--- config.mk ---
export PLATFORM = sky130hd
export DESIGN_NAME = async_fifo_fwft
export DESIGN_NICKNAME = d
export VERILOG_FILES = /design/src/rtl/async_fifo_fwft_pkg.sv /design/src/rtl/async_fifo_fwft.sv
export SDC_FILE = /design/constraint.sdc
export NUM_CORES = 1
export LEC_CHECK = 0
export ABC_AREA = 1
export CAP_MARGIN = 30
export CORE_MARGIN = 8
export CORE_UTILIZATION = 37
export CTS_BUF_LIST = sky130_fd_sc_hd__clkbuf_4
export DETAILED_ROUTE_END_ITERATION = 16
export PLACE_DENSITY_LB_ADDON = 0.08
export SLEW_MARGIN = 20
export SYNTH_ARGS = -nofsm -noshare
export SYNTH_HDL_FRONTEND = slang
export SYNTH_SLANG_ARGS = --single-unit
--- constraint.sdc ---
create_clock -name clk -period 3.1 [get_ports clk]
set_clock_uncertainty 0.1 [all_clocks]
set_input_delay 0.62 -clock clk [delete_from_list [all_inputs] [get_ports clk]]
set_output_delay 0.62 -clock clk [all_outputs]
set_load 0.005 [all_outputs]
--- src/rtl/async_fifo_fwft_pkg.sv ---
// async_fifo_fwft_pkg
// Shared constants and helpers for the FIFO read-side output stage.
//   MAX_RD_LATENCY  : largest supported memory read latency
//   LEVEL_W         : width of the buffered-word count / pointers
//   rd_latency_ok() : elaboration-time legality check for RD_LATENCY
//   ptr_inc()       : circular pointer increment with explicit wrap
package async_fifo_fwft_pkg;

    localparam int MAX_RD_LATENCY = 2;
    localparam int LEVEL_W        = 2;

    // Only latencies 1 and 2 are supported by the credit scheme.
    function automatic bit rd_latency_ok(input int lat);
        return (lat == 1) || (lat == 2);
    endfunction

    // Buffer depth need not be a power of two, so wrap by compare-and-clear.
    function automatic logic [LEVEL_W-1:0] ptr_inc(
        input logic [LEVEL_W-1:0] ptr,
        input logic [LEVEL_W-1:0] last_idx
    );
        if (ptr == last_idx) begin
            return 2'd0;
        end else begin
            return ptr + 2'd1;
        end
    endfunction

endpackage

--- src/rtl/async_fifo_fwft.sv ---
// async_fifo_fwft
// Read-side output stage of the async FIFO: turns the rd_en/empty port
// (read data lagging rd_en by RD_LATENCY cycles) into a first-word-fall-
// through valid/ready stream, using a small credit-tracked skid buffer.
// Ports:
//   clk, rst      : read-domain clock, synchronous active-high reset
//   fifo_empty    : registered empty flag from the read controller
//   fifo_rd_en    : pop request to the read controller
//   fifo_rd_data  : memory read data, valid RD_LATENCY cycles after rd_en
//   m_valid/m_data/m_ready : output stream
//   m_level       : buffered word count (0 .. RD_LATENCY+1)
module async_fifo_fwft
    import async_fifo_fwft_pkg::*;
#(
    parameter int DWIDTH     = 32,
    parameter int RD_LATENCY = 1
) (
    input  logic              clk,
    input  logic              rst,
    input  logic              fifo_empty,
    output logic              fifo_rd_en,
    input  logic [DWIDTH-1:0] fifo_rd_data,
    output logic              m_valid,
    output logic [DWIDTH-1:0] m_data,
    input  logic              m_ready,
    output logic [1:0]        m_level
);

    localparam int                 BDEPTH    = RD_LATENCY + 1;
    localparam logic [LEVEL_W-1:0] LAST_IDX  = LEVEL_W'(BDEPTH - 1);
    localparam logic [2:0]         BDEPTH_W3 = 3'(BDEPTH);

    if (!rd_latency_ok(RD_LATENCY)) begin : g_bad_rd_latency
        $error("async_fifo_fwft: RD_LATENCY must be 1 or 2");
    end

    // Array is sized for the largest depth; pointers only ever reach LAST_IDX.
    logic [DWIDTH-1:0]     buf_r [4];
    logic [LEVEL_W-1:0]    head_r;
    logic [LEVEL_W-1:0]    tail_r;
    logic [LEVEL_W-1:0]    count_r;
    logic                  valid_r;
    logic [RD_LATENCY-1:0] inflight_r;

    logic                  pop_s;
    logic                  capture_s;
    logic [LEVEL_W-1:0]    inflight_cnt_s;
    logic [LEVEL_W-1:0]    count_next_s;
    logic [RD_LATENCY-1:0] inflight_next_s;
    logic [2:0]            credit_used_s;
    logic [2:0]            credit_limit_s;

    assign pop_s     = valid_r & m_ready;
    assign capture_s = inflight_r[RD_LATENCY-1];

    assign m_valid = valid_r;
    assign m_data  = buf_r[head_r];
    assign m_level = count_r;

    // Count of reads issued whose data has not yet been captured.
    always_comb begin
        inflight_cnt_s = 2'd0;
        for (int i = 0; i < RD_LATENCY; i++) begin
            inflight_cnt_s = inflight_cnt_s + {1'b0, inflight_r[i]};
        end
    end

    // Issue a read only while buffered plus in-flight words leave room;
    // a pop this cycle frees one slot early so streaming has no bubbles.
    always_comb begin
        credit_used_s  = {1'b0, count_r} + {1'b0, inflight_cnt_s};
        credit_limit_s = BDEPTH_W3 + {2'b00, pop_s};
        fifo_rd_en     = ~rst & ~fifo_empty & (credit_used_s < credit_limit_s);
    end

    // In-flight tracker advances one stage per cycle; new read enters at bit 0.
    always_comb begin
        inflight_next_s    = inflight_r << 1;
        inflight_next_s[0] = fifo_rd_en;
    end

    // Capture and pop together keep the count unchanged.
    always_comb begin
        count_next_s = count_r;
        if (capture_s && !pop_s) begin
            count_next_s = count_r + 2'd1;
        end else if (!capture_s && pop_s) begin
            count_next_s = count_r - 2'd1;
        end else begin
            count_next_s = count_r;
        end
    end

    // Skid buffer storage, pointers, count and in-flight state.
    always_ff @(posedge clk) begin
        if (rst) begin
            head_r     <= 2'd0;
            tail_r     <= 2'd0;
            count_r    <= 2'd0;
            valid_r    <= 1'b0;
            inflight_r <= '0;
            for (int i = 0; i < 4; i++) begin
                buf_r[i] <= '0;
            end
        end else begin
            inflight_r <= inflight_next_s;
            count_r    <= count_next_s;
            valid_r    <= (count_next_s != 2'd0);
            if (capture_s) begin
                buf_r[tail_r] <= fifo_rd_data;
                tail_r        <= ptr_inc(tail_r, LAST_IDX);
            end
            if (pop_s) begin
                head_r <= ptr_inc(head_r, LAST_IDX);
            end
        end
    end

endmodule

; Word-level counts from Yosys, hierarchy flattened
; Memory sizes are Yosys's and may differ from the RTL's. A register that Yosys moved wholly into a read port is not among the register bits.
; Index checks and enable logic that the tools add are counted.
; Widths: inputs -> output; s select.
[op_classes]
magnitude_cmp = 1
n_mux = 14
add_sub_neg = 6
reduce_logical = 6
n_eq_ne = 2
bitwise = 5
[op_table]
columns = operator, n
row1 = $mux 32, 1
row2 = $reduce_or 32->1, 1
row3 = $mux 2, 7
row4 = $add 2x1->2 const B, 3
row5 = $mux 1, 6
row6 = $eq 2x1->1 const B, 2
row7 = $add 2x1->3, 1
row8 = $add 2x1->3 const A, 1
row9 = $and 1x1->1, 3
row10 = $lt 3x3->1, 1
row11 = $logic_and 1x1->1, 2
row12 = $logic_not 1->1, 2
row13 = $not 1->1, 2
row14 = $reduce_bool 2->1, 1
row15 = $sub 2x1->2 const B, 1
[word_totals]
input_bits = 36
n_memories = 1
mem_bits_rw = 128
word_cells = 40
register_bits = 8
[mem_list]
columns = name, depth, word_bits, rd, rd_clocked_by_memory_dff, write_ports, line_no
row1 = buf_r, 4, 32, 1, 1, 4, async_fifo_fwft.sv:38  ; logic [DWIDTH-1:0] buf_r [4];

; Depth between registers and ports, before layout
; Gate-level depths: netlist of run 1.
[depth]
ltp_word = 5
depth_mapped = 7
mapped_depth_nobuf = 6

; Worst setup path before layout of run 1
; No wires, ideal clock.
[synth_timing]
path_type = reg2reg
from = register inflight_r, in the netlist capture_s
to = memory buf_r[3][0], enable pin
required_ps = 2534
path_slack_ps = -290
t_arrival_ps = 2825
period_less_slack_ps = 3390
path_stages_with_launch = 4
path_cell_list = dfxtp_1 > buf_4 > nand2_1 > o21ai_0
[synth_lines]
columns = element, line_no
row1 = start: declaration, async_fifo_fwft.sv:43  ; logic [RD_LATENCY-1:0] inflight_r;
row2 = start signal: assignment, async_fifo_fwft.sv:106  ; inflight_r <= inflight_next_s;
row3 = end: declaration, async_fifo_fwft.sv:38

==> results of run 1 <==
-- power breakdown --
group	internal, mW	switching [mW]	leakage (nW)	total (mW)
Clock	0.501	0.616	0.152	1.12
Sequential	2.15	0.0469	1.38	2.19
Combinational	0.318	0.345	1.32	0.663
-- logic make-up after synthesis --
| logic type | Yosys count | share of synthesized area, % |
|---|---|---|
| AO/OA/AOI/OAI | 101 | 9.27 |
| adder cells (fa/ha/maj) | 2 | 0.425 |
| buffers and inverters | 76 | 6.04 |
| flip-flops | 138 | 68.8 |
| AND/OR/NAND/NOR | 226 | 15.5 |
-- synth_stat cells (all sizes together) --
cell type	n
nand3	5
buf	22
edfxtp	128
clkbuf	11
nor2	200
nand2	17
nand4	1
a21oi	2
inv	43
o22ai	32
nand3b	1
o21ai	67
ha	2
and3	2
dfxtp	10
-- cell type report --
| cell class | count | area share [%] |
|---|---|---|
| antenna | 2 | 0.0696 |
| clock buffer | 21 | 2.19 |
| clock inverter | 11 | 1.46 |
| inverter | 43 | 2.24 |
| multi-input combinational | 329 | 21.0 |
| sequential | 138 | 56.3 |
| tap | 216 | 3.76 |
| timing repair buffer | 93 | 13.1 |
-- metal layers --
metal | global-route usage (%) | wire [um] | vias to the layer above
met5 | 0 | 0 | -
met4 | 5.82 | 169 | 0
met3 | 4.43 | 782 | 12
met2 | 25.5 | 7170 | 97
met1 | 18.0 | 6620 | 2021
li1 | - | - | 2007
-- flip-flops by register name (all words and copies together) (netlist names), named ones only --
name       flops
capture_s      1
buf_r        128
m_level        2
head_r         2
m_valid        1
tail_r         2
-- stage by stage --
step / power (mW) / util [%]
final: 3.97 / 45.8
after global routing: 4.17 / 45.8
after CTS: 4.02 / 45.5
after detailed placement: 2.90 / 43.8
after global placement: 2.89 / 43.8
after floorplan: 2.53 / -
-- critical path: cells and delay by family (launching register included) --
kind	cells	cell delay, ns
AO/OA/AOI/OAI	1	0.26
buffers and inverters	3	0.91
flip-flops	1	0.44
AND/OR/NAND/NOR	1	0.07
-- final timing paths --
path / cells after the start / start / endpoint / slack (ns)
max: 5 / flop / m_data[31] / 0.17
min: 2 / head_r[1] / head_r[1] / 0.34
max reg2reg: 5 / capture_s / buf_r[3][29] / 1.30
min reg2reg: 2 / head_r[1] / head_r[1] / 0.34
-- what timing repair did --
action                     in CTS  in global routing
setup endpoints to repair       7                  5
resized for setup               1                  3
setup buffers                   0                  0
hold endpoints to repair        0                  0
==> summary.md, run 1 <==
| Metric | Value |
|---|---|
| Final Cycle Share | 94.5% |
| Max-cap violations | 0 |
| Post-route DRC | 0 |
| GRT overflow | 0 |
| LEAKAGE | between 2 and 3 nW |
| Vias in the first global route | 4,234 |
| Clock root cell | clkbuf_4 |
| Die width | between 100 and 150 um |
| Final antenna-violating net count | 0 |
| Post-synthesis register bit count | about 140 |
| Synth unique cells | 22 |
| Placed cell count | approximately 800 |
| Max_slew headroom | 67.9% |
| Commonest non-fill, non-tap cell in the layout | nor2_1 |
| Largest net degree at the start of global routing | 47 |
| Max stage delay on crit path | 0.57 ns |
| Via-to-Cell Ratio | slightly below 5 |
| Worst path slowest cell | clkdlybuf4s50_1 |
| DP Worst Slack | slightly below 0.4 ns |
| Cells after Synth | 543 |
| Post-layout min period | approximately 2.9 ns |
| Fin cells | 853 |
| Leading area contributor after synthesis | edfxtp_1 |
| Hold Path Class | flop to flop |
| Post-Syn Area | 5880 um2 |
| Total negative slack | 0 ns |
| DRT iter0 DRCs | between 200 and 300 |
| Placed cell area | 6880 um2 |
| Unrepaired setup endpoints after global routing | false |
| Final Wtd Congestion | 0.681 |
| Critical path, cell by cell | inv_2, buf_4, nor2_1, o22ai_1, clkdlybuf4s50_1 |
| Hold buffer count at cts | 0 |
| Crit Path Class | flop to output pin |
| Syn nets | 581 |
| Area growth, synth to finish | 22.3% |
| Longest Clk Path Bufs | 2 |
| Pwr/cell area | 552 nW/um2 |
| FILL cells | 1,496 |
| Multi-input logic area | 1510 um2 |
| Routed len/inst | ~17 um |
| First-pass GRT wire length | 23,000 um |
| Critical Path Start Type | flop |
| Warnings, synthesis | 0 |
| Worst-Margin Slew | ~0.48 ns |
| Total Nets Final | 660 |
| Crit path DAT | 2.21 ns |
| Reg clk slew, reported paths | 0.11 ns |
| Detailed Route WL | 14,700 um |
| Worst vdd ir | 0.000207 V |
| Overall routing resource usage | roughly 15% |
| CTS buffer count | 17 |
| Initial Util | 37.4% |
| Share of layout cells above drive strength 1 | 10.9% |
| Fin. Hold Viols | 0 |
| Worst setup margin | 0.170 ns |
| Most frequent cells in the layout | 195 x nor2_1, 128 x edfxtp_1, 71 x clkdlybuf4s50_1 |
| Register area share after synthesis | 68.8% |
| Final instance area | 7200 um2 |
| Die Area | between 20,000 and 25,000 um2 |
| IO Port Bufs | 71 |
| DP HPWL | 8520 um |
| Fin Hold WS | 0.343 ns |
| # IOs | 72 |
| Critical-path maximum fanout | 20 |
| Yosys top cell area share | 65.3% |
| # rows | 46 |
| Vias | 4,137 |
| Max Clk Rate | 0.341 GHz |
| H-tree levels | 4 |
| Die boundary height | roughly 140 um |
| Avg Inst Size Synth | 10.8 um2 |
| Initial antenna violation count | 1 |
| Register area | around 4000 um2 |
| Status | complete, no violations |
| Top cells by area, synth | edfxtp_1 65%, nor2_1 12%, o21ai_0 5.4% |
| Setup violators final | 0 |
| Critical Path RT | 2.38 ns |
| First-pass DRT Iterations | 4 |
| CTS tree | done |
| Placeable Area | 15,700 um2 |
| Slew Viols, Final | 0 |
| # clock sinks | between 100 and 150 |
| Worst setup EP type | output pin |
| Later-pin clock latency in the skew report | 0.52 ns |
(Power assumes the default switching activity.)
==> inputs of run 2 (changes only) <==
- RECOVER_POWER: unset -> 50
==> run 2 against run 1 <==
Net effect: die area unchanged; utilization down 0.35 points; the flow now finishes with violations (max-capacitance violations, max-slew violations); wire length down 0.62%; critical path type unchanged.
==> summary.md, run 2 (synthesis results as in run 1) <==
| Metric | Value |
|---|---|
| Total negative slack | 0 ns (unchanged) |
| Number of flip-flops in the largest register | 128 (unchanged) |
| # clock sinks | 138 (unchanged) |
| Status | complete, but fails checks |
| GRT overflow | 0 (unchanged) |
| Initial antenna violation count | 1 (unchanged) |
| Global Route met1 Usage | 18.0% (unchanged) |
| Unrepaired setup endpoints after global routing | false |
| Setup violators final | 0 (unchanged) |
| Final Cycle Share | 93.2% (-1.3 points) |
| Number of cells on the critical path | 5 (unchanged) |
| Via-to-Cell Ratio | 4.80 (-1.0%) |
| Later-pin clock latency in the skew report | 0.53 ns (about the same) |
| Slew Viols, Final | 8 (+8) |
| Critical Path Start Type | flop |
| # IOs | 72 (unchanged) |
| Reg2reg path depth | 5 (unchanged) |
| H-tree levels | 4 (unchanged) |
| Post-layout min period | 2.89 ns (-0.0417 ns) |
| Share of layout cells above drive strength 1 | 9.45% (-1.4 points) |
| First-pass GRT wire length | 23,000 um (unchanged) |
| # rows | 46 (unchanged) |
| Total Nets Final | 660 (unchanged) |
| Hold buffer count at cts | 0 (unchanged) |
| DRT iter0 DRCs | 286 (+5.1%) |
| Fin Hold WS | 0.343 ns (+0.000369 ns) |
| FILL cells | 1,504 (+0.53%) |
| Crit path DAT | 2.17 ns (-0.04 ns) |
| Failing checks | max-capacitance violations, max-slew violations |
| Worst Hold Launch | head_r[1] |
| LEAKAGE | 2.82 nW (-1.1%) |
| Die width | 142 um (unchanged) |
| Largest net degree at the start of global routing | 47 (unchanged) |
| Crit Path Class | flop to output pin |
| Most used routing layer | met2 |
| Max-cap violations | 1 (+1) |
| Overall routing resource usage | 15.2% (unchanged) |
| Setup bufs post-CTS | 0 (unchanged) |
| CTS tree | done |
| Clock root cell | clkbuf_4 |
| Routed len/inst | 17.2 um (-0.62%) |
| DP HPWL | 8520 um (unchanged) |
| Worst path slowest cell | clkdlybuf4s50_1 |
| R2R setup slack | 0.42 ns (-0.88 ns) |
| Die Area | 20,200 um2 (unchanged) |
| DP Worst Slack | 0.385 ns (unchanged) |
| Met2 usage | 25.5% (unchanged) |
| Detailed Route WL | 14,700 um (-0.62%) |
| Commonest non-fill, non-tap cell in the layout | nor2_1 |
| IO Port Bufs | 71 (unchanged) |
| Initial Util | 37.4% (unchanged) |
| Worst vdd ir | 0.000207 V (about the same) |
| Critical Path RT | 2.38 ns (about the same) |
| Pwr/cell area | 555 nW/um2 (+0.55%) |
| Max Clk Rate | 0.346 GHz (+1.4%) |
| Area growth, synth to finish | 21.4% |
| Longest Clk Path Bufs | 2 (unchanged) |
| Critical path, cell by cell | inv_2, buf_4, nor2_1, o22ai_1, clkdlybuf4s50_1 |
| Worst r2r src | capture_s |
| Critical-path maximum fanout | 20 (unchanged) |
| Worst setup EP type | output pin |
| Final Wtd Congestion | 0.681 (unchanged) |
| Biggest register | buf_r |
| First-pass DRT Iterations | 4 (unchanged) |
| Hold Path Class | flop to flop |
| Most frequent cells in the layout | 196 x nor2_1, 128 x edfxtp_1, 70 x clkdlybuf4s50_1 |
| Worst setup margin | 0.211 ns (+0.0417 ns) |
| R2R Path End | buf_r[3][29] |
| Fin. Hold Viols | 0 (unchanged) |
| Fin util | 45.4% (-0.35 points) |
| Die boundary height | 142 um (unchanged) |
| Max_slew headroom | -11.3% (-79 points) |
| Max stage delay on crit path | 0.56 ns (about the same) |
| Met3 Usage GRT | 4.43% (unchanged) |
| Worst-Margin Slew | 1.65 ns (+1.17 ns) |
| Setup crit end | m_data[31] |
| Buf/Inv on CP | 3 (unchanged) |
| CTS buffer count | 17 (unchanged) |
| Vias in the first global route | 4,234 (unchanged) |
| Placeable Area | 15,700 um2 (unchanged) |
| Final antenna-violating net count | 0 (unchanged) |
| Crit path max-delay family | buffers and inverters |
| Reg clk slew, reported paths | 0.11 ns (about the same) |
| Post-route DRC | 0 (unchanged) |
| Vias | 4,095 (-1.0%) |
-- run 2: cell count changes in the layout (fill, tap and decap cells not counted), moves of 2 or more --
cell	before	now
clkbuf_2	0	6
clkbuf_1	0	2
nand2_2	3	0
nand2_1	11	14
buf_4	16	8
-- run 2: area by class of cell --
type / instances / area, um2 / share of cell area, %
antenna: 2 / 5.00 / 0.0701
clock buffer: 21 / 158 / 2.21
clock inverter: 11 / 105 / 1.47
inverter: 43 / 161 / 2.26
multi-input combinational: 329 / 1480 / 20.7
sequential: 138 / 4050 / 56.7
tap: 216 / 270 / 3.78
timing repair buffer: 93 / 918 / 12.9
-- run 2: worst min-delay path by stage --
stage | end | slack, ns | depth (start not counted)
after global placement | head_r[1] | 0.32 | 2
after detailed placement | head_r[1] | 0.33 | 2
final | head_r[1] | 0.34 | 2
after global routing | flop | 0.37 | 2
after CTS | head_r[1] | 0.35 | 2
after floorplan | flop | 0.32 | 2
-- run 2: repair_timing --
action / 4_1_cts / 5_1_grt
endpoints found under the hold margin: 0 / 0
setup endpoints to repair: 7 / 5
gates resized for setup: 1 / 3
-- run 2: tightest hold or removal path, stage by stage (launching register included) --
cell and delay (ns):
dfxtp_1 0.32, inv_1 0.06, nor2_1 0.04
-- run 2: routing by layer --
layer  up-vias  part of all wire (%)
met2       113                    49
met1      1965                    43
met5         -                     0
li1       2008                     -
met3         9                   6.7
met4         0                  0.76
-- run 2: stage by stage --
stage	cell area (um2)	std cells	power, mW
after floorplan	5880	543	2.53
after global placement	6880	818	2.89
after detailed placement	6880	818	2.90
after CTS	7150	850	4.02
after global routing	7140	853	4.16
final	7140	853	3.96
-- run 2: power breakdown --
part           switching, mW  internal, mW  total (mW)
clock                  0.617         0.500        1.12
combinational          0.340         0.313       0.653
sequential            0.0457          2.15        2.19
total                   1.00          2.96        3.96
==> edit 1, RTL diff (flow settings as in run 1) <==
Change the parameter `DWIDTH` from 32 to 24.
--- a/src/rtl/async_fifo_fwft.sv
+++ b/src/rtl/async_fifo_fwft.sv
@@ -14,3 +14,3 @@
 #(
-    parameter int DWIDTH     = 32,
+    parameter int DWIDTH     = 24,
     parameter int RD_LATENCY = 1
Ports: changed (resized fifo_rd_data and m_data); port bits go from 72 to 56. No check against the original RTL was run, so the function may have changed too.
==> edit 1 against run 1 <==
- clock power fell by 46%
- design area decreased by 24%
- synthesized area fell by 22%
- synthesized cell count is 21% lower
- wire length shrank 28%
- total power down 29%
- sequential cell count decreased by 32
- setup slack improved by 0.070 ns
- count of clock-buffer cells in the layout decreased by 8
- sequential share of layout area is essentially flat
- utilization down 0.34 points
- global-route usage shrank 1.6 points
- critical path type is now input port to primary output
- highest routed layer unchanged
==> edit 1: results (changes against run 1) <==
worst_setup_path:
  worstReg2RegEnd: "buf_r[3][0]"
  critPathMaxStageDelay_ns: 0.50  # -0.07 ns
  cp_max_fo: 6  # -70%
  r2r_setup_slack_ns: 1.26  # -0.04 ns
  arrival_ns: 2.14  # -0.07 ns
clocking:
  clk_pin_slew_ns: 0.13  # +0.02 ns
  insertion_delay_ns: 0.45  # -0.07 ns
placed_design:
  dpl_cell_area_um2: 5370  # -22%
  dp_hpwl_mm: 6.337  # -26%
  dp.cells: 643  # -21%
  gp_congestion: 0.6913  # +1.5%
  port_buffers: 55  # -23%
synthesis:
  ys_top_cells_by_count: "nor2_1 (132), edfxtp_1 (96), o21ai_0 (51)"
  syn_nets: 457  # -21%
  synth_edf_count: 96  # -25%
  synth_cell_types: 20  # -9.1%
  synthTopCellsByArea: "edfxtp_1 (63%), nor2_1 (11%), o21ai_0 (5.6%), dfxtp_1 (4.4%), o22ai_1 (3.3%)"
  syn_avg_cell_area_um2: 10.73  # -0.97%
  ys_seq_area_frac: 0.6730  # -0.01447
cells_and_area:
  drive_gt1_frac: 0.1163  # +0.007665
  fillCellCount: 1190  # -20%
  largest_reg_flops: 96  # -25%
  instances_no_fill: 658  # -23%
  fin_nets: 517  # -22%
pwr:
  p_leak_nw: 2.168  # -24%
  ir_worst_vdd_v: 0.0002098  # +1.4%
grt:
  grt_pass1_vias: 3131  # -26%
  antenna_found_initial: 0  # -1
  grt_first_pass_wirelength_mm: 16.72  # -27%
  grt_max_degree: 49  # +4.3%
run_status:
  status: "finished clean"
timing:
  whs_ns: 0.3460  # +0.002955 ns
drt:
  via_per_inst: 4.792  # -1.2%
  drt_iter0_drc: 147  # -46%
==> edit 1: changes by cell type after synthesis, sizes merged <==
cell and change:
a21oi +1, buf -6, clkbuf -3, edfxtp -32, inv -8, nand2 +5, nand3b -1, nor2 -48
o21ai -16, o22ai -8
==> edit 1: cell families after synthesis <==
| family | after synthesis | synth area share |
|---|---|---|
| buffers and inverters | 59 | 0.05927 |
| DFF | 106 | 0.6730 |
| AOI/OAI and AO/OA | 78 | 0.09178 |
| and+or+nand+nor | 182 | 0.1704 |
| adders and majority gates | 2 | 0.005462 |
==> edit 1: report_power, final <==
part	switching, mW	internal [mW]	total [mW]
Sequential	0.0339	1.65	1.68
Combinational	0.280	0.255	0.534
Clock	0.415	0.192	0.607
==> edit 1: worst max-delay path by stage <==
stage	slack (ns)	cells after the start	from	endpoint
2_1_floorplan	0.30	3	capture_s	buf_r[3][0]
3_3_place_gp	0.26	5	m_ready	fifo_rd_en
3_5_place_dp	0.27	5	m_ready	fifo_rd_en
4_1_cts	0.20	5	flip-flop	m_data[21]
5_1_grt	0.12	5	flip-flop	m_data[21]
6_report	0.24	5	m_ready	fifo_rd_en
==> edit 1: worst max-delay path, delay by kind of cell <==
family	cells	cell delay, ns
buffers and inverters	2	0.99
and+or+nand+nor	2	0.32
AOI/OAI and AO/OA	1	0.20
==> edit 1: layout make-up <==
type / count / area, um^2 / area share
multi-input combinational: 262 / 1230 / 0.2243
timing repair buffer: 73 / 726.9 / 0.1326
clock inverter: 1 / 3.754 / 0.0006846
tap: 168 / 210.2 / 0.03834
clock buffer: 13 / 97.59 / 0.01780
inverter: 35 / 131.4 / 0.02396
sequential: 106 / 3083 / 0.5623
==> edit 1: through the flow <==
step,util,setup WS (ns)
after floorplan,-,0.2986
after CTS,0.4536,0.1959
after global placement,0.4452,0.2591
final,0.4546,0.2399
after detailed placement,0.4452,0.2716
after global routing,0.4546,0.1162
==> edit 1: routing by layer <==
metal	share of wire	wire, um	vias to the layer above	track usage
met5	0	0	-	0
met4	0.015	164	0	0.05668
met3	0.051	536	12	0.03245
met2	0.48	5049	58	0.2202
met1	0.46	4843	1525	0.1700
li1	-	-	1558	-
==> edit 2, RTL diff (settings of run 1) <==
Without the edit above. Register the output `m_level` once more, cleared by the reset; this adds one clock of latency there. The other outputs are not delayed to match. Comments in the files are not updated.
--- a/src/rtl/async_fifo_fwft.sv
+++ b/src/rtl/async_fifo_fwft.sv
@@ -57,3 +57,9 @@
     assign m_data  = buf_r[head_r];
-    assign m_level = count_r;
+    always_ff @(posedge clk) begin
+        if (rst) begin
+            m_level <= '0;
+        end else begin
+            m_level <= count_r;
+        end
+    end
 
Check against the original RTL: not equivalent (Yosys sat finds a counterexample within 4 cycles, from zero or initial values and one cycle with rst high).
==> edit 2 against run 1 <==
- sequential share of layout area is 0.96 points lower
- synthesized area is 4.1% higher
- global-route usage grew 0.30 points
- largest power group unchanged
- critical endpoint is now fifo_rd_en
- largest cell class unchanged
- utilization decreased by 0.76 points
- die area up 3.6%
- setup slack better by 0.033 ns
- wire length rose by 2.7%
- design area rose by 2.7%
- sequential cell count increased by 2
- total power increased by 5.0%
==> edit 2: results (changes against run 1) <==
timing:
  whs_ns: 0.3481  # +0.005075 ns
  slew_violations: 0  # unchanged
  worstMarginPinSlew_ns: 0.9043  # +0.4228 ns
synthesis:
  postSynth.asyncResetShare: 0  # unchanged
  synth_edf_count: 128  # unchanged
  synth_cell_types: 23  # +4.5%
  ys_seq_area_frac: 0.6669  # -0.02057
  synthTopCellsByArea: "edfxtp_1 (63%), nor2_1 (10%), o21ai_0 (5.3%), nor3_2 (4.6%), dfxtp_1 (3.9%)"
  syn_avg_cell_area_um2: 11.13  # +2.8%
  ys_top_cells_by_count: "nor2_1 (167), edfxtp_1 (128), o21ai_0 (65)"
  syn_nets: 588  # +1.2%
cells_and_area:
  inverters: 44  # +2.3%
  antennaDiodeCount: 0  # -2
  fin_nets: 661  # +0.15%
  num-clock-buffers: 18  # -14%
  clk_share: 0.03895  # +0.002435
  n_sequential_cell: 140  # +1.4%
  largest_reg_flops: 128  # unchanged
  multi_input_gates: 330  # +0.30%
  nonClkBufAreaFrac: 0.1209  # -0.009845
  seq_share: 0.5529  # -0.009589
  fillCellCount: 1596  # +6.7%
  n_all_buffers: 90  # -3.2%
  multi_input_area_share: 0.2269  # +0.01740
  top_register: "buf_r"
  drive_gt1_frac: 0.1374  # +0.02878
placed_design:
  gp_congestion: 0.7241  # +6.3%
  dpl_cell_area_um2: 7077  # +2.8%
  dp_hpwl_mm: 8.697  # +2.0%
hold_path:
  holdPathStages: 2  # unchanged
  hp-class: "flip-flop to flip-flop"
  hold_path_startpoint: "head_r[1]"
  hold_path_end: "head_r[1]"
pwr:
  ir_worst_vdd_v: 0.0002646  # +28%
  switching_power_mw: 1.057  # +4.9%
  p_leak_nw: 2.780  # -2.5%
drt:
  drt_iter0_drc: 276  # +1.5%
  route.vias.total: 4206  # +1.7%
  routed_wl_mm: 15.14  # +2.7%
  drtPass1Iterations: 5  # +1
grt:
  grt_max_degree: 65  # +38%
  grt_first_pass_wirelength_mm: 23.83  # +3.5%
  grt_pass1_vias: 4421  # +4.4%
  gr-usage-all-layers: 0.1549  # +0.002994
  antenna_found_initial: 0  # -1
clocking:
  ctsRootBufferMaster: "clkbuf_4"
  insertion_delay_ns: 0.53
  cts_buffers: 17  # unchanged
  cts_setup_buffers: 0  # unchanged
  clock-sinks: 140  # +1.4%
  post_cts_resize_count: 0  # -1
run_status:
  status: "finished clean"
worst_setup_path:
  worstReg2RegEnd: "buf_r[3][7]"
  arrival_ns: 2.18  # -0.03 ns
  reg2reg_depth: 3  # -2
  critPathMaxStageDelay_ns: 0.50  # -0.07 ns
  cp_max_fo: 6  # -70%
  crit_family: "buffers and inverters"
  timing.critical_path.slowest_stage_cell: "clkdlybuf4s50_1"
  r2r_setup_slack_ns: 1.04  # -0.26 ns
## edit 2: cell types whose count changed in the layout (fill, tap and decap cells not counted), moves of 3 or more
cell and change:
nor3_1 +4, nor3_2 +28, buf_4 -3, nand3_1 -3, clkbuf_4 -3, clkinv_2 -4, nor2_1 -28
## edit 2: routing by layer
layer | vias up | part of all wire | GRT usage
met3 | 15 | 0.043 | 0.03962
met2 | 86 | 0.51 | 0.2660
met4 | 0 | 0.015 | 0.05805
li1 | 2039 | - | -
met5 | - | 0 | 0
met1 | 2066 | 0.43 | 0.1830
## edit 2: power groups by stage
stage | sequential [mW] | clock (mW) | combinational, mW
4_1_cts | 2.22 | 1.29 | 0.713
6_report | 2.22 | 1.25 | 0.701
3_3_place_gp | 2.26 | 0 | 0.704
5_1_grt | 2.23 | 1.36 | 0.779
3_5_place_dp | 2.26 | 0 | 0.710
2_1_floorplan | 2.25 | 0 | 0.354
## edit 2: cell families after synthesis
kind of cell               Yosys count  share of synthesized area
adders and majority gates            2                   0.004086
buffers and inverters               80                    0.06600
DFF                                140                     0.6669
and+or+nand+nor                    225                     0.1723
AOI/OAI and AO/OA                  103                    0.09072
## edit 2: worst max-delay path by stage
stage	endpoint	slack [ns]
detailed placement	fifo_rd_en	0.28
finish	fifo_rd_en	0.20
global route	m_data[11]	0.03
CTS	m_data[16]	0.01
floorplan	buf_r[1][0]	-0.25
global placement	fifo_rd_en	0.25
## edit 2: through the flow
step                      std cells    util  TNS, ns  setup WS (ns)  power (mW)
after CTS                       853  0.4489        0        0.01274       4.218
after floorplan                 550       -   -15.91        -0.2486       2.607
after global placement          824  0.4313        0         0.2487       2.960
after global routing            853  0.4503        0        0.02544       4.366
final                           853  0.4503        0         0.2031       4.169
after detailed placement        824  0.4313        0         0.2782       2.970
